## config.mk

```make
export PLATFORM = sky130hd
export DESIGN_NAME = edge_pipe_ctrl
export DESIGN_NICKNAME = d
export VERILOG_FILES = /design/src/rtl/edge_pipe_ctrl.sv
export SDC_FILE = /design/constraint.sdc
export NUM_CORES = 1
export LEC_CHECK = 0
export CAP_MARGIN = 5
export CORE_UTILIZATION = 55
export CTS_BUF_LIST = sky130_fd_sc_hd__clkbuf_16
export CTS_CLUSTER_DIAMETER = 100
export DETAILED_ROUTE_END_ITERATION = 8
export MAX_ROUTING_LAYER = met4
export PLACE_DENSITY_LB_ADDON = 0.2
export SLEW_MARGIN = 25
export SYNTH_ARGS = -nofsm -noshare
export SYNTH_HDL_FRONTEND = slang
export SYNTH_SLANG_ARGS = --single-unit
```

## constraint.sdc

```tcl
create_clock -name clk -period 4.3 [get_ports clk]
set_input_delay 0.86 -clock clk [delete_from_list [all_inputs] [get_ports clk]]
set_output_delay 0.86 -clock clk [all_outputs]
set_load 0.01 [all_outputs]
```

## src/rtl/edge_pipe_ctrl.sv

```systemverilog
// edge_pipe_ctrl: applies filter-mode requests only at frame boundaries and tracks frame completion.
// Optional build macro EDGE_CTRL_STATS_EN adds a per-frame count of non-zero edge pixels on oEdgeHits.
module edge_pipe_ctrl #(
  parameter int WIDTH         = 320,
  parameter int HEIGHT        = 240,
  parameter int DRAIN_TIMEOUT = 4096
) (
  input  logic        clk,
  input  logic        rst_n,
  input  logic        iDVAL,
  input  logic [15:0] iY_Cont,
  input  logic        iEdgeDVAL,
  input  logic [7:0]  iEdge,
  input  logic [1:0]  iMode_req,
  input  logic        iMode_valid,
  input  logic        iErrClr,
  output logic        oFilterSel,
  output logic        oShowEdge,
  output logic        oFrameStart,
  output logic        oFrameDone,
  output logic [15:0] oFrameCnt,
  output logic        oPixErr,
  output logic        oBusy,
  output logic [31:0] oEdgeHits
);

  localparam int PIX_W = $clog2(WIDTH * HEIGHT + 1);
  localparam int TMO_W = $clog2(DRAIN_TIMEOUT + 1);
  localparam logic [PIX_W-1:0] PIX_TOTAL = PIX_W'(WIDTH * HEIGHT);
  localparam logic [TMO_W-1:0] TMO_LIMIT = TMO_W'(DRAIN_TIMEOUT);
  localparam logic [15:0]      Y_LAST    = 16'(2 * HEIGHT - 1);

  localparam logic [1:0] ST_WAIT   = 2'd0;
  localparam logic [1:0] ST_ACTIVE = 2'd1;
  localparam logic [1:0] ST_DRAIN  = 2'd2;

  localparam logic [1:0] MODE_GRAY = 2'b00;
  localparam logic [1:0] MODE_GX   = 2'b01;
  localparam logic [1:0] MODE_GY   = 2'b10;
  localparam logic [1:0] MODE_RSVD = 2'b11;

  logic [1:0]       state_q, state_d;
  logic             dval_q;
  logic [15:0]      ycont_q;
  logic [1:0]       pending_q, pending_d;
  logic [PIX_W-1:0] pix_q, pix_d;
  logic [TMO_W-1:0] tmo_q, tmo_d;
  logic             restart_q, restart_d;
  logic             filter_sel_q, filter_sel_d;
  logic             show_edge_q, show_edge_d;
  logic             frame_start_q, frame_start_d;
  logic             frame_done_q, frame_done_d;
  logic [15:0]      frame_cnt_q, frame_cnt_d;
  logic             pix_err_q, pix_err_d;
  logic             busy_q;

  logic             start_det_s, end_det_s, count_en_s, complete_s;
  logic             start_frame_s, finish_s, err_set_s;
  logic [PIX_W-1:0] pix_next_s;
  logic [TMO_W-1:0] tmo_inc_s;

  assign start_det_s = !dval_q && iDVAL && (iY_Cont == 16'd0);
  assign end_det_s   = dval_q && !iDVAL && (ycont_q == Y_LAST);
  assign count_en_s  = iEdgeDVAL && (state_q != ST_WAIT);
  assign pix_next_s  = pix_q + {{(PIX_W-1){1'b0}}, count_en_s};
  assign complete_s  = (pix_next_s == PIX_TOTAL);
  assign tmo_inc_s   = tmo_q + {{(TMO_W-1){1'b0}}, 1'b1};

  // Pending mode register: last legal request wins, reserved code ignored
  always_comb begin
    if (iMode_valid && (iMode_req != MODE_RSVD)) begin
      pending_d = iMode_req;
    end else begin
      pending_d = pending_q;
    end
  end

  // Frame FSM plus frame-boundary side effects (start, finish, error)
  always_comb begin
    state_d       = state_q;
    pix_d         = pix_q;
    tmo_d         = tmo_q;
    restart_d     = 1'b0;
    start_frame_s = 1'b0;
    finish_s      = 1'b0;
    err_set_s     = 1'b0;
    case (state_q)
      ST_WAIT: begin
        if (start_det_s) begin
          start_frame_s = 1'b1;
          state_d       = ST_ACTIVE;
        end else begin
          state_d = ST_WAIT;
        end
        err_set_s = iEdgeDVAL;
      end
      ST_ACTIVE, ST_DRAIN: begin
        if (start_det_s) begin
          // A new frame arrived before this one finished: close it and restart now
          finish_s      = 1'b1;
          err_set_s     = !complete_s;
          start_frame_s = 1'b1;
          restart_d     = 1'b1;
          state_d       = ST_ACTIVE;
        end else if (complete_s) begin
          finish_s = 1'b1;
          pix_d    = pix_next_s;
          state_d  = ST_WAIT;
        end else if ((state_q == ST_ACTIVE) && end_det_s) begin
          pix_d   = pix_next_s;
          tmo_d   = {TMO_W{1'b0}};
          state_d = ST_DRAIN;
        end else if ((state_q == ST_DRAIN) && (tmo_inc_s == TMO_LIMIT)) begin
          finish_s  = 1'b1;
          err_set_s = 1'b1;
          pix_d     = pix_next_s;
          state_d   = ST_WAIT;
        end else begin
          pix_d = pix_next_s;
          if (state_q == ST_DRAIN) begin
            tmo_d = tmo_inc_s;
          end else begin
            tmo_d = tmo_q;
          end
        end
      end
      default: begin
        state_d = ST_WAIT;
      end
    endcase

    if (start_frame_s) begin
      pix_d       = {PIX_W{1'b0}};
      show_edge_d = (pending_q != MODE_GRAY);
      if (pending_q == MODE_GRAY) begin
        filter_sel_d = filter_sel_q;
      end else begin
        filter_sel_d = (pending_q == MODE_GY);
      end
    end else begin
      show_edge_d  = show_edge_q;
      filter_sel_d = filter_sel_q;
    end

    frame_start_d = start_frame_s ? !restart_d : restart_q;

    if (finish_s) begin
      frame_done_d = 1'b1;
      frame_cnt_d  = frame_cnt_q + 16'd1;
    end else begin
      frame_done_d = 1'b0;
      frame_cnt_d  = frame_cnt_q;
    end

    if (err_set_s) begin
      pix_err_d = 1'b1;
    end else if (iErrClr) begin
      pix_err_d = 1'b0;
    end else begin
      pix_err_d = pix_err_q;
    end
  end

  // State and registered outputs
  always_ff @(posedge clk or negedge rst_n) begin
    if (!rst_n) begin
      state_q       <= ST_WAIT;
      dval_q        <= 1'b0;
      ycont_q       <= 16'd0;
      pending_q     <= MODE_GX;
      pix_q         <= {PIX_W{1'b0}};
      tmo_q         <= {TMO_W{1'b0}};
      restart_q     <= 1'b0;
      filter_sel_q  <= 1'b0;
      show_edge_q   <= 1'b1;
      frame_start_q <= 1'b0;
      frame_done_q  <= 1'b0;
      frame_cnt_q   <= 16'd0;
      pix_err_q     <= 1'b0;
      busy_q        <= 1'b0;
    end else begin
      state_q       <= state_d;
      dval_q        <= iDVAL;
      ycont_q       <= iY_Cont;
      pending_q     <= pending_d;
      pix_q         <= pix_d;
      tmo_q         <= tmo_d;
      restart_q     <= restart_d;
      filter_sel_q  <= filter_sel_d;
      show_edge_q   <= show_edge_d;
      frame_start_q <= frame_start_d;
      frame_done_q  <= frame_done_d;
      frame_cnt_q   <= frame_cnt_d;
      pix_err_q     <= pix_err_d;
      busy_q        <= (state_d != ST_WAIT);
    end
  end

`ifdef EDGE_CTRL_STATS_EN
  logic [31:0] hit_q, hit_d, hit_next_s;
  logic [31:0] edge_hits_q, edge_hits_d;
  logic        hit_inc_s;

  assign hit_inc_s  = count_en_s && (iEdge != 8'd0);
  assign hit_next_s = (hit_inc_s && (hit_q != 32'hFFFF_FFFF)) ? (hit_q + 32'd1) : hit_q;

  // Per-frame hit accumulator, published and cleared when a frame finishes
  always_comb begin
    if (finish_s) begin
      edge_hits_d = hit_next_s;
      hit_d       = 32'd0;
    end else begin
      edge_hits_d = edge_hits_q;
      hit_d       = hit_next_s;
    end
  end

  // Statistics registers
  always_ff @(posedge clk or negedge rst_n) begin
    if (!rst_n) begin
      hit_q       <= 32'd0;
      edge_hits_q <= 32'd0;
    end else begin
      hit_q       <= hit_d;
      edge_hits_q <= edge_hits_d;
    end
  end

  assign oEdgeHits = edge_hits_q;
`else
  logic unused_edge_s;
  assign unused_edge_s = ^iEdge;
  assign oEdgeHits     = 32'd0;
`endif

  assign oFilterSel  = filter_sel_q;
  assign oShowEdge   = show_edge_q;
  assign oFrameStart = frame_start_q;
  assign oFrameDone  = frame_done_q;
  assign oFrameCnt   = frame_cnt_q;
  assign oPixErr     = pix_err_q;
  assign oBusy       = busy_q;

endmodule

```

==> impl_results.md <==
* Height of the die at 90.2 um
* Antenna-violating nets left at 0
* Critical Path RT at 4.52 ns
* First-pass GRT wire length at 15000 um
* Critical-path top delay cell: clkdlybuf4s50_1
* Synth Area in XOR/XNOR at 4.50%
* Total power at 1.55 mW
* Asr flop ratio synth at 100%
* Post-synth cell types at 68
* Die area at 0.00813 mm2
* Syn avg cell area at 9.90 um2
* CTS H-tree depth at 3
* CTS tree: yes
* Max_slew headroom at 38.2%
* Post-CTS resize count at 0
* Endpoint type of the worst setup path: register
* Sequential area share after synthesis at 43.3%
* Initial Util at 58.0%
* Via count at 3385
* Synth Area in Compound Gates at 14.3%
* # IOs at 86
* Status: complete, no violations
* HP Class: reg2reg
* Setup CP Type: in2reg
* Post-DP HPWL at 6100 um
* Cell area after synthesis at 0.00428 mm2
* DRC at 0
* Skew-Pair Late Insertion Delay at 0.34 ns
* Vias in the first global route at 3112
* Synth-to-layout area growth at 14.2%
* Final hold violations at 0
* Total negative slack at 0 ns
* Fillers at 615
* Crit path max-delay family: simple AND/OR/NAND/NOR gates
* Crit-path cells: clkdlybuf4s50_1 -> nor2b_1 -> ha_1 -> ha_1 -> nand2_1 -> or4_1 -> a32oi_1 -> nand4_1 -> nand2_1 -> buf_4 -> nand2_1 -> o311ai_0
* Finished Layout Cells at 570
* Slew at the pin closest to its max-slew limit at 0.927 ns
* FP Rows at 31
* Post-Syn Instances at 432
* Maximum clock insertion buffer count at 2
* Leak at 2.07 nW
* Number of synthesized register bits at 74
* Simple-Gate Fraction of Synth Area at 23.6%
* Synth Flop Type: dfrtp_1
* Final WS setup at 0.487 ns
* RePlAce Congestion at 0.851
* Footprint of the multi-input gates at 0.00209 mm2
* Largest net degree at the start of global routing at 75
* Maximum vdd drop at 0.204 mV
* Pwr Density at 318 mW/mm2
* CTS Hold Bufs at 0
* Total Wirelength at 8920 um
* Postcts setup bufs at 0
* Diode count at 0
* RSZ-0062 raised after global routing: no
* Post-layout minimum cycle time at 3.81 ns
* Clock root buffer: clkbuf_16
* Main combinational cell family by area after synthesis: simple AND/OR/NAND/NOR gates
* Share of cells above drive strength 1 at 9.34%
* Max-slew violation count at 0
* Ys Warns at 0
* Final worst-path cycle share at 88.7%
* Final setup fails at 0
* Fin Hold WS at 0.485 ns
* Max-Cap Viols at 0
* EDFF count, synth at 0
* DP Worst Slack at 0.180 ns
* Port bufs at 45
* Worst-path fanout max at 10
* Crit path DAT at 4.03 ns
* Worst path most repeated cell: nand2_1
* Initial antenna violation count at 0
* Placed cell count at 554
* Routed WL per cell at 15.6 um
* Die width at 90.2 um
* Synth Area in Adders at 2.63%
* Total grt overflow at 0
* Nets at 507
* Sink Count at 74
* DR pass1 iterations at 6
* Critical path launch point type: primary input
* CTS buffer count at 9
* Mux cell area share after synthesis at 0.994%
* Clock-pin slew on the worst setup and hold paths at 0.06 ns
* Max Freq at 262 MHz
* Gr usage total at 23.7%
* FF+latch area at 0.00185 mm2
* Max stage delay on crit path at 0.50 ns
* Vias per cell at 5.94
* Initial DRC Count at 167
* Clock Skews at 0.00829 ns
* Core Area at 0.00737 mm2
* Worst path buffer plus inverter count at 2
-- through the flow --
step,util [%],cell area [um2]
finish,66.3,4890
global route,66.3,4890
floorplan,-,4390
global placement,62.1,4580
detailed placement,62.1,4580
CTS,66.3,4890
-- layer usage --
layer,global-route usage (%),wire length (um),part of all wire [%],vias to the layer above
met1,29.5,3970,44,1676
met5,-,0,0,-
met4,9.27,159,1.8,0
met2,38.5,4420,50,92
met3,4.06,369,4.1,15
li1,-,-,-,1602
-- registers in the layout, summed over array words and instances, names as in the netlist --
register	count
restart_q	1
pending_q	2
oPixErr	1
state_q	2
oFilterSel	1
oFrameDone	1
oShowEdge	1
oFrameCnt	16
dval_q	1
tmo_q	13
pix_q	17
oFrameStart	1
oBusy	1
ycont_q	16
-- cells in the mapped netlist (7+ instances only) --
library cell / count / share of area (%)
ha_1: 9 / 2.6
nor3_1: 8 / 0.94
buf_4: 37 / 6.5
nand3_1: 15 / 1.8
nand3_2: 8 / 1.9
dfrtp_1: 72 / 42
xnor2_1: 17 / 3.5
nand4_1: 13 / 1.9
inv_1: 8 / 0.70
buf_2: 9 / 1.1
nand2_1: 30 / 2.6
nor4_1: 10 / 1.5
o31ai_1: 8 / 1.4
o21ai_0: 29 / 3.4
nor2_1: 24 / 2.1
a21oi_1: 12 / 1.4
a31oi_1: 7 / 1.0
and3_1: 11 / 1.6
-- cell families after synthesis --
group / Yosys count
adder cells (fa/ha/maj): 9
AO/OA/AOI/OAI: 91
multiplexers: 4
buffers and inverters: 64
AND/OR/NAND/NOR: 167
flip-flops: 74
other: 1
XOR/XNOR: 22
-- power breakdown --
| group | switching (mW) | internal, mW |
|---|---|---|
| clock network | 0.319 | 0.459 |
| registers | 0.00476 | 0.708 |
| logic | 0.0363 | 0.0245 |
-- final cells by class --
| type | instances | area share, % |
|---|---|---|
| Inverter | 8 | 0.615 |
| Timing Repair Buffer | 48 | 9.88 |
| Clock inverter | 7 | 1.66 |
| Multi-Input combinational cell | 325 | 42.7 |
| Sequential cell | 74 | 38.0 |
| Clock buffer | 9 | 4.61 |
| Tap cell | 99 | 2.54 |
-- worst paths after layout --
path,to,slack (ns),start,depth (start not counted)
setup / recovery,tmo_q[3],0.49,iEdgeDVAL,12
hold / removal,oFrameCnt[15],0.48,oFrameCnt[15],1
setup reg to reg,tmo_q[3],0.82,state_q[0],13
hold reg to reg,oFrameCnt[15],0.48,oFrameCnt[15],1
max in group asynchronous,pix_q[16],3.06,rst_n,1
min in group asynchronous,tmo_q[3],0.65,rst_n,1
-- layout by cell type, fill, tap and decap left out, types with 9 or more instances in the layout --
cell type,n
a21oi_1,12
ha_1,9
nor2_1,24
conb_1,32
clkdlybuf4s50_1,44
xnor2_1,17
o21ai_0,29
nand3_1,15
nor4_1,10
dfrtp_1,72
nand4_1,13
nand2_1,30
and3_1,11
clkbuf_16,9
-- worst register-to-register path, cell delays in order (launching register included) --
cell      delay, ns
dfrtp_1        0.39
inv_1          0.08
ha_1           0.24
nor2b_1        0.14
ha_1           0.27
ha_1           0.34
nand2_1        0.21
or4_1          0.44
a32oi_1        0.24
nand4_1        0.27
nand2_1        0.38
buf_4          0.20
nand2_1        0.05
o311ai_0       0.11
Note: power is estimated with default switching activity, not from simulation.
